===== src/rtl/block_serial_cla_adder.sv =====
// Multi-cycle adder/subtractor: one BLOCK-bit carry-lookahead group per clock,
// with the chunk carry registered between cycles and the result published at completion.
module block_serial_cla_adder #(
   parameter int WIDTH = 32,
   parameter int BLOCK = 8
) (
   input  logic             clk,
   input  logic             rst,
   input  logic             start,
   input  logic [WIDTH-1:0] a,
   input  logic [WIDTH-1:0] b,
   input  logic             cin,
   input  logic             sub,
   output logic             busy,
   output logic             done,
   output logic [WIDTH-1:0] sum,
   output logic             cout,
   output logic             ovf
);

   localparam int N  = WIDTH / BLOCK;
   localparam int KW = (N > 1) ? $clog2(N) : 1;

   if (BLOCK < 1 || (WIDTH % BLOCK) != 0) begin : g_param_check
      $error("block_serial_cla_adder: WIDTH must be a positive multiple of BLOCK");
   end

   typedef enum logic {
      IDLE = 1'b0,
      RUN  = 1'b1
   } state_t;

   state_t state_q, state_d;

   logic [WIDTH-1:0] a_q;
   logic [WIDTH-1:0] b_q;
   logic [WIDTH-1:0] work_q;
   logic [WIDTH-1:0] work_d;
   logic [KW-1:0]    k_q;
   logic             carry_q;

   logic [BLOCK-1:0] op_a;
   logic [BLOCK-1:0] op_b;
   logic [BLOCK-1:0] p;
   logic [BLOCK-1:0] g;
   logic [BLOCK-1:0] chunk_sum;
   logic [BLOCK:0]   c;
   logic             acc;
   logic             last;
   logic             accept;
   logic             step;
   int               base;

   // Bit mask with ones at positions lo..hi; elaborates to a constant per term.
   function automatic logic [BLOCK-1:0] span(input int lo, input int hi);
      logic [BLOCK-1:0] m;
      m = '0;
      for (int t = 0; t < BLOCK; t++) begin
         m[t] = (t >= lo) && (t <= hi);
      end
      return m;
   endfunction

   // Chunk datapath: every carry is a flat sum of generate terms gated by
   // propagate products, so no carry depends on another carry of the chunk.
   always_comb begin
      base      = int'(k_q) * BLOCK;
      op_a      = a_q[base +: BLOCK];
      op_b      = b_q[base +: BLOCK];
      p         = op_a ^ op_b;
      g         = op_a & op_b;
      c         = '0;
      c[0]      = carry_q;
      acc       = 1'b0;
      for (int i = 0; i < BLOCK; i++) begin
         acc = g[i] | (carry_q & (&(p | ~span(0, i))));
         for (int j = 0; j < i; j++) begin
            acc = acc | (g[j] & (&(p | ~span(j + 1, i))));
         end
         c[i+1] = acc;
      end
      chunk_sum = p ^ c[BLOCK-1:0];
      work_d    = work_q;
      work_d[base +: BLOCK] = chunk_sum;
      last      = (k_q == KW'(N - 1));
   end

   always_comb begin
      state_d = state_q;
      accept  = 1'b0;
      step    = 1'b0;
      case (state_q)
         IDLE: begin
            if (start) begin
               accept  = 1'b1;
               state_d = RUN;
            end
         end
         RUN: begin
            step = 1'b1;
            if (last) begin
               state_d = IDLE;
            end
         end
         default: state_d = IDLE;
      endcase
   end

   assign busy = (state_q == RUN);

   always_ff @(posedge clk or posedge rst) begin
      if (rst) begin
         state_q <= IDLE;
      end else begin
         state_q <= state_d;
      end
   end

   // Subtraction is folded into capture: B' = ~b with carry-in forced to 1.
   always_ff @(posedge clk or posedge rst) begin
      if (rst) begin
         a_q     <= '0;
         b_q     <= '0;
         work_q  <= '0;
         k_q     <= '0;
         carry_q <= 1'b0;
         done    <= 1'b0;
         sum     <= '0;
         cout    <= 1'b0;
         ovf     <= 1'b0;
      end else begin
         done <= 1'b0;
         if (accept) begin
            a_q     <= a;
            b_q     <= sub ? ~b : b;
            carry_q <= sub | cin;
            k_q     <= '0;
            work_q  <= '0;
         end else if (step) begin
            work_q  <= work_d;
            carry_q <= c[BLOCK];
            k_q     <= k_q + 1'b1;
            if (last) begin
               k_q  <= '0;
               sum  <= work_d;
               cout <= c[BLOCK];
               ovf  <= c[BLOCK-1] ^ c[BLOCK];
               done <= 1'b1;
            end
         end
      end
   end

endmodule


===== config.mk =====
export PLATFORM = sky130hd
export DESIGN_NAME = block_serial_cla_adder
export DESIGN_NICKNAME = d
export VERILOG_FILES = /design/src/rtl/block_serial_cla_adder.sv
export SDC_FILE = /design/constraint.sdc
export NUM_CORES = 1
export LEC_CHECK = 0
export ABC_AREA = 1
export BUFFER_PORTS_ARGS = -buffer_cell sky130_fd_sc_hd__buf_2
export CAP_MARGIN = 20
export CORE_ASPECT_RATIO = 0.75
export CORE_UTILIZATION = 57
export DETAILED_ROUTE_END_ITERATION = 10
export PLACE_DENSITY = 0.9
export RECOVER_POWER = 25
export SYNTH_ARGS = -nofsm -noshare
export SYNTH_HDL_FRONTEND = slang
export SYNTH_SLANG_ARGS = --single-unit

===== constraint.sdc =====
create_clock -name clk -period 5.7 [get_ports clk]
set_input_delay 1.14 -clock clk [delete_from_list [all_inputs] [get_ports clk]]
set_output_delay 1.14 -clock clk [all_outputs]
set_load 0.02 [all_outputs]

# After elaboration in Yosys (flattened, before gate mapping)
# Index checks and enable logic that the tools add are counted.
# Widths: inputs -> output; s select.
[word_totals]
ff_bits = 135
input_bits = 69
wordCells = 144
[op_classes]
addsub = 2
n_eq_ne = 1
shift = 4
mux = 17
n_bitwise = 80
reduce_logical = 30
[op_table]
columns = ["cell", "n"]
rows = [
  ["$mux 32", 3],
  ["$shiftx 32x6->8", 2],
  ["$or 1x1->1", 37],
  ["$and 1x1->1", 36],
  ["$neg 5->33", 1],
  ["$shift 8x33->32 const A", 1],
  ["$shiftx 8x33->32", 1],
  ["$bwmux 32", 1],
  ["$not 32->32", 1],
  ["$reduce_and 3->1", 7],
  ["$reduce_and 4->1", 5],
  ["$reduce_and 5->1", 4],
  ["$reduce_and 6->1", 3],
  ["$xor 8x8->8", 2],
  ["$reduce_and 2->1", 7],
  ["$reduce_and 7->1", 2],
  ["$mux 1", 9],
  ["$and 8x8->8", 1],
  ["$reduce_and 8->1", 1],
  ["$mux 2", 3],
  ["$add 2x1->2 const B", 1],
  ["$eq 2x2->1 const B", 1],
  ["$not 1->1", 2],
  ["$pmux 1 s2", 1],
  ["other kinds (2)", 2],
]

# Logic depth before layout (Yosys ltp)
[logic_depth]
depth_word = 16
depth_mapped = 19
depth_no_buf = 18

# Worst setup path before layout
# Ideal clock, no wire load.
[synth_timing]
path_kind = "reg-to-reg"
startpoint = "reg k_q[0]"
endpoint = "reg work_q[7]"
setup_time_ns = 0.130
arrival_time_ns = 2.399
required_ns = 5.570
slack_ns = 3.171
stages_incl_launch_ff = 19
synth_period_minus_slack_ns = 2.529
path_cell_list = "dfrtp_1 buf_2 inv_2 buf_1 nor2_1 o22ai_1 ha_1 nand3_1 nand2_1 nand2_1 nand2_2 a21oi_2 nand2_2 nand2_1 nand2_2 nand2_1 o21ai_2 nand2_1 o21ai_1"
[synth_via]
elab_chain_len = 16
elab_cells_between_ends = 88
cone_classes = "add/sub: 1; shift: 4; mux: 3; bitwise: 59; reduce/logical: 21"
[synth_rtl]
columns = ["element", "line", "text"]
rows = [
  ["start, declared", "39", "logic [KW-1:0] k_q;"],
  ["start signal, assigned", "142", "k_q <= k_q + 1'b1;"],
  ["$shiftx 32x6->8, on equally long branches", "68, 69", ""],
  ["$xor 8x8->8", "70", "p = op_a ^ op_b;"],
  ["$reduce_and 7->1", "76", "acc = g[i] | (carry_q & (&(p | ~span(0, i))));"],
  ["$and 1x1->1", "76", ""],
  ["$or 1x1->1", "76", ""],
  ["$or 1x1->1 (6 in a row)", "78", "acc = acc | (g[j] & (&(p | ~span(j + 1, i))));"],
  ["$xor 8x8->8", "82", "chunk_sum = p ^ c[BLOCK-1:0];"],
  ["$shiftx 8x33->32", "84", "work_d[base +: BLOCK] = chunk_sum;"],
  ["$bwmux 32 *", "84", ""],
  ["$mux 32 *", "139", "end else if (step) begin"],
  ["$mux 32 *", "133", "if (accept) begin"],
  ["end signal, assigned", "140", "work_q <= work_d;"],
  ["end, declared", "37", "logic [WIDTH-1:0] work_q;"],
]
# Every way passes the cells marked *; elsewhere a longest branch is shown, timed or not. The select of a mux whose other input is x is not followed.
# A chain may end at the register's enable or synchronous reset.

# Worst setup path in the final report
[layout_timing]
startpoint = "reg k_q[1]"
endpoint = "reg sum[30]"
[layout_via]
elab_chain_len = 14
elab_cells_between_ends = 88
cone_classes = "add/sub: 1; eq/ne: 1; shift: 4; mux: 1; bitwise: 59; reduce/logical: 22"
[layout_rtl]
columns = ["element", "line", "text"]
rows = [
  ["$shiftx 32x6->8, on equally long branches", "68, 69", ""],
  ["$xor 8x8->8", "70", ""],
  ["$reduce_and 7->1", "76", ""],
  ["$and 1x1->1", "76", ""],
  ["$or 1x1->1", "76", ""],
  ["$or 1x1->1 (6 in a row)", "78", ""],
  ["$xor 8x8->8", "82", ""],
  ["$shiftx 8x33->32", "84", ""],
  ["$bwmux 32", "84", ""],
  ["end signal, assigned", "145", "sum <= work_d;"],
  ["end, declared", "16", "output logic [WIDTH-1:0] sum,"],
]
# Parallel ways exist; a longest one is shown, timed or not.

==> flow_summary.yaml <==
final_layout:
  final_common_cell: "nand2_1"
  layout_common_cells: "nand2_1 (306), dfrtp_1 (135), buf_2 (104)"
  syn_to_final_growth_pct: 17.45
  final_area_sq_um: 7875
  drive_gt1_share_pct: 19.28
  antenna_cells: 0
  finish.net_count: 989
  utilization_pct: 70.38
  instances_no_fill: 1075
routing:
  via_per_inst: 5.517
  dr.pass1.iters: 5
  wirelength_mm: 16.58
  avgRoutedWirePerCell_um: 15.42
  drc: 0
  drt_iter0_drc: 681
  dr_total_vias: 5931
  ant_nets: 0
logic_synthesis:
  ys.flop_type: "dfrtp_1"
  synthArstFlopShare_pct: 100.0
  syn_area_sq_um: 6705
  synth.distinct_cells: 32
  netlist.area_leader.share_pct: 50.38
  avgSynthCellArea_sq_um: 8.187
  ys_warn_count: 0
  yosysTopAreaCell: "dfrtp_1"
  synth_area_leaders: "dfrtp_1 (50%), nand2_1 (17%), xnor2_1 (4.3%), o21ai_0 (4.3%), o22ai_1 (3.6%)"
  synth_edf_count: 0
  synthCells: 819
  ys_ff_latch: 135
  syn-num-nets: 903
  yosysSeqAreaShare_pct: 50.38
setup_path:
  startpoint_type: "register"
  reg2reg_depth: 17
  endpoint_kind: "register"
  max_stage_delay_ns: 0.60
  critical_path.max_fanout: 22
  path_common_cell: "nand2_1"
  slowest_stage: "dfrtp_1"
  worstSetupPathType: "reg2reg"
  timing.critical_path.cells: "inv_1, o21ai_0, o22ai_1, ha_1, nand3_1, nand2_1, nand2_1, nand2_2, nand2_1, nand2_1, nand2_1, nand3_2, nor2_2, nand2_1, nand2_1, nand2_1, nand2_1"
  arrival_ns: 3.57
  crit_required_ns: 6.06
sta:
  slew_viol_final: 46
  grt_setup_unrepaired: "no"
  post-route-period-util_pct: 56.32
  clock_skew_ns: 0.01264
  fmax_ghz: 0.3115
  finalSetupViolCount: 0
  finalWorstSetupSlack_ns: 2.490
  worst_pin_slew_ns: 2.018
  tns_ns: 0
  whs_ns: 0.4689
  hold_viol: 0
  min_period_ns: 3.210
  maxSlewHeadroom_pct: -35.26
placed_design:
  io_buffers: 104
  dp_worst_setup_slack_ns: 2.670
  hpwl_mm: 10.92
  placed_area_sq_um: 7253
  dp.cells: 1042
  place_congestion: 0.9006
hold_path:
  hold_path_class: "reg2reg"
  holdPathStages: 2
power:
  p_total_mw: 5.344
  vdd.ir_drop.worst_v: 0.0005010
  leakagePower_nw: 4.079
  powerDensity_nw_per_um2: 678.6
clock_network:
  cts.sinks: 135
  cts_tree: "yes"
  postCtsSetupRepairBufs: 0
  cts-resized-gates: 0
  clkTransAtPathRegs_ns: 0.06
  numCtsBuffers: 17
  clk_path_buf_depth: 2
  insertion_delay_ns: 0.42
  htree_levels: 4
  postCtsHoldBufs: 0
  clockRootBuffer: "clkbuf_16"
job:
  max_cap_viol_count: 1
global_routing:
  grt_pass1_vias: 5655
  grt_pass1_wl_mm: 27.74
  grt_start_max_net_pins: 89
  antenna_found_initial: 0
  gr-total-overflow: 0
  grt_usage_pct: 29.75
status:
  violations: "max-capacitance violations, max-slew violations"
  run_status: "finished, violations left"
floorplanning:
  die_y_um: 95.93
  floorplan.initialDensity_pct: 59.92
  num_rows: 33
  fp.dieW_um: 127.2
  ios: 105
  die-area_sq_um: 12210
  coreArea_sq_um: 11190
-- routing by layer --
metal  wire [um]  share of wire [%]  track usage [%]  up-vias
li1            -                  -                -     2775
met2        7479                 45            45.74      306
met4         230                1.4            9.028        0
met1        7383                 45            41.80     2824
met5           0                  0                0        -
met3        1483                8.9            7.727       26
-- state kept, by name (all words and copies together), names as in the netlist --
name     count
work_q      32
ovf          1
cout         1
carry_q      1
k_q          2
done         1
a_q         32
sum         32
b_q         32
busy         1
-- synth_stat cells (6+ instances only) --
cell      count
inv_1        62
o21ai_0      57
nand3_2       6
clkbuf_1     23
ha_1         14
buf_2        14
nor2_1       35
dfrtp_1     135
o21ai_1      31
o22ai_1      39
nand2_1     306
nand3_1      15
inv_2        11
xnor2_1      33
-- final cells by class --
cell class              instances  area, sq um
repair buffers                110        578.1
clock buffers                  22        484.2
inverters                      73        275.3
clock inverters                10        118.9
well taps                     157        196.4
multi-input cells             568         2844
flip-flops and latches        135         3378
fillers                       831         3314
-- power by group --
part           internal, mW  leakage, nW  switching (mW)  total [mW]
clock network         0.691        0.289           0.415        1.11
logic                 0.850         2.03            1.77        2.62
registers              1.34         1.77           0.270        1.61
-- critical path, delay by kind of cell, from the launching register on --
family                   cells  cell delay, ns
AO/OA/AOI/OAI                2            0.50
adder cells (fa/ha/maj)      1            0.32
AND/OR/NAND/NOR             13            1.16
buffers and inverters        1            0.57
flip-flops                   1            0.60
-- path summary, 6_finish.rpt --
check                         from       to  slack [ns]
max                         k_q[1]  sum[30]        2.49
min                        sum[20]  sum[20]        0.47
max reg2reg                 k_q[1]  sum[30]        2.49
min reg2reg                sum[20]  sum[20]        0.47
max in group asynchronous      rst  b_q[26]        2.85
min in group asynchronous      rst  a_q[22]        1.25
-- cell families after synthesis --
kind of cell    Yosys count  share of synthesized area (%)
buf+inv                 116                          7.203
flops                   135                          50.38
compound gates          139                          11.66
xor+xnor                 37                          5.057
simple gates            377                          22.78
fa+ha+maj                15                          2.911
Note: power is estimated with default switching activity, not from simulation.
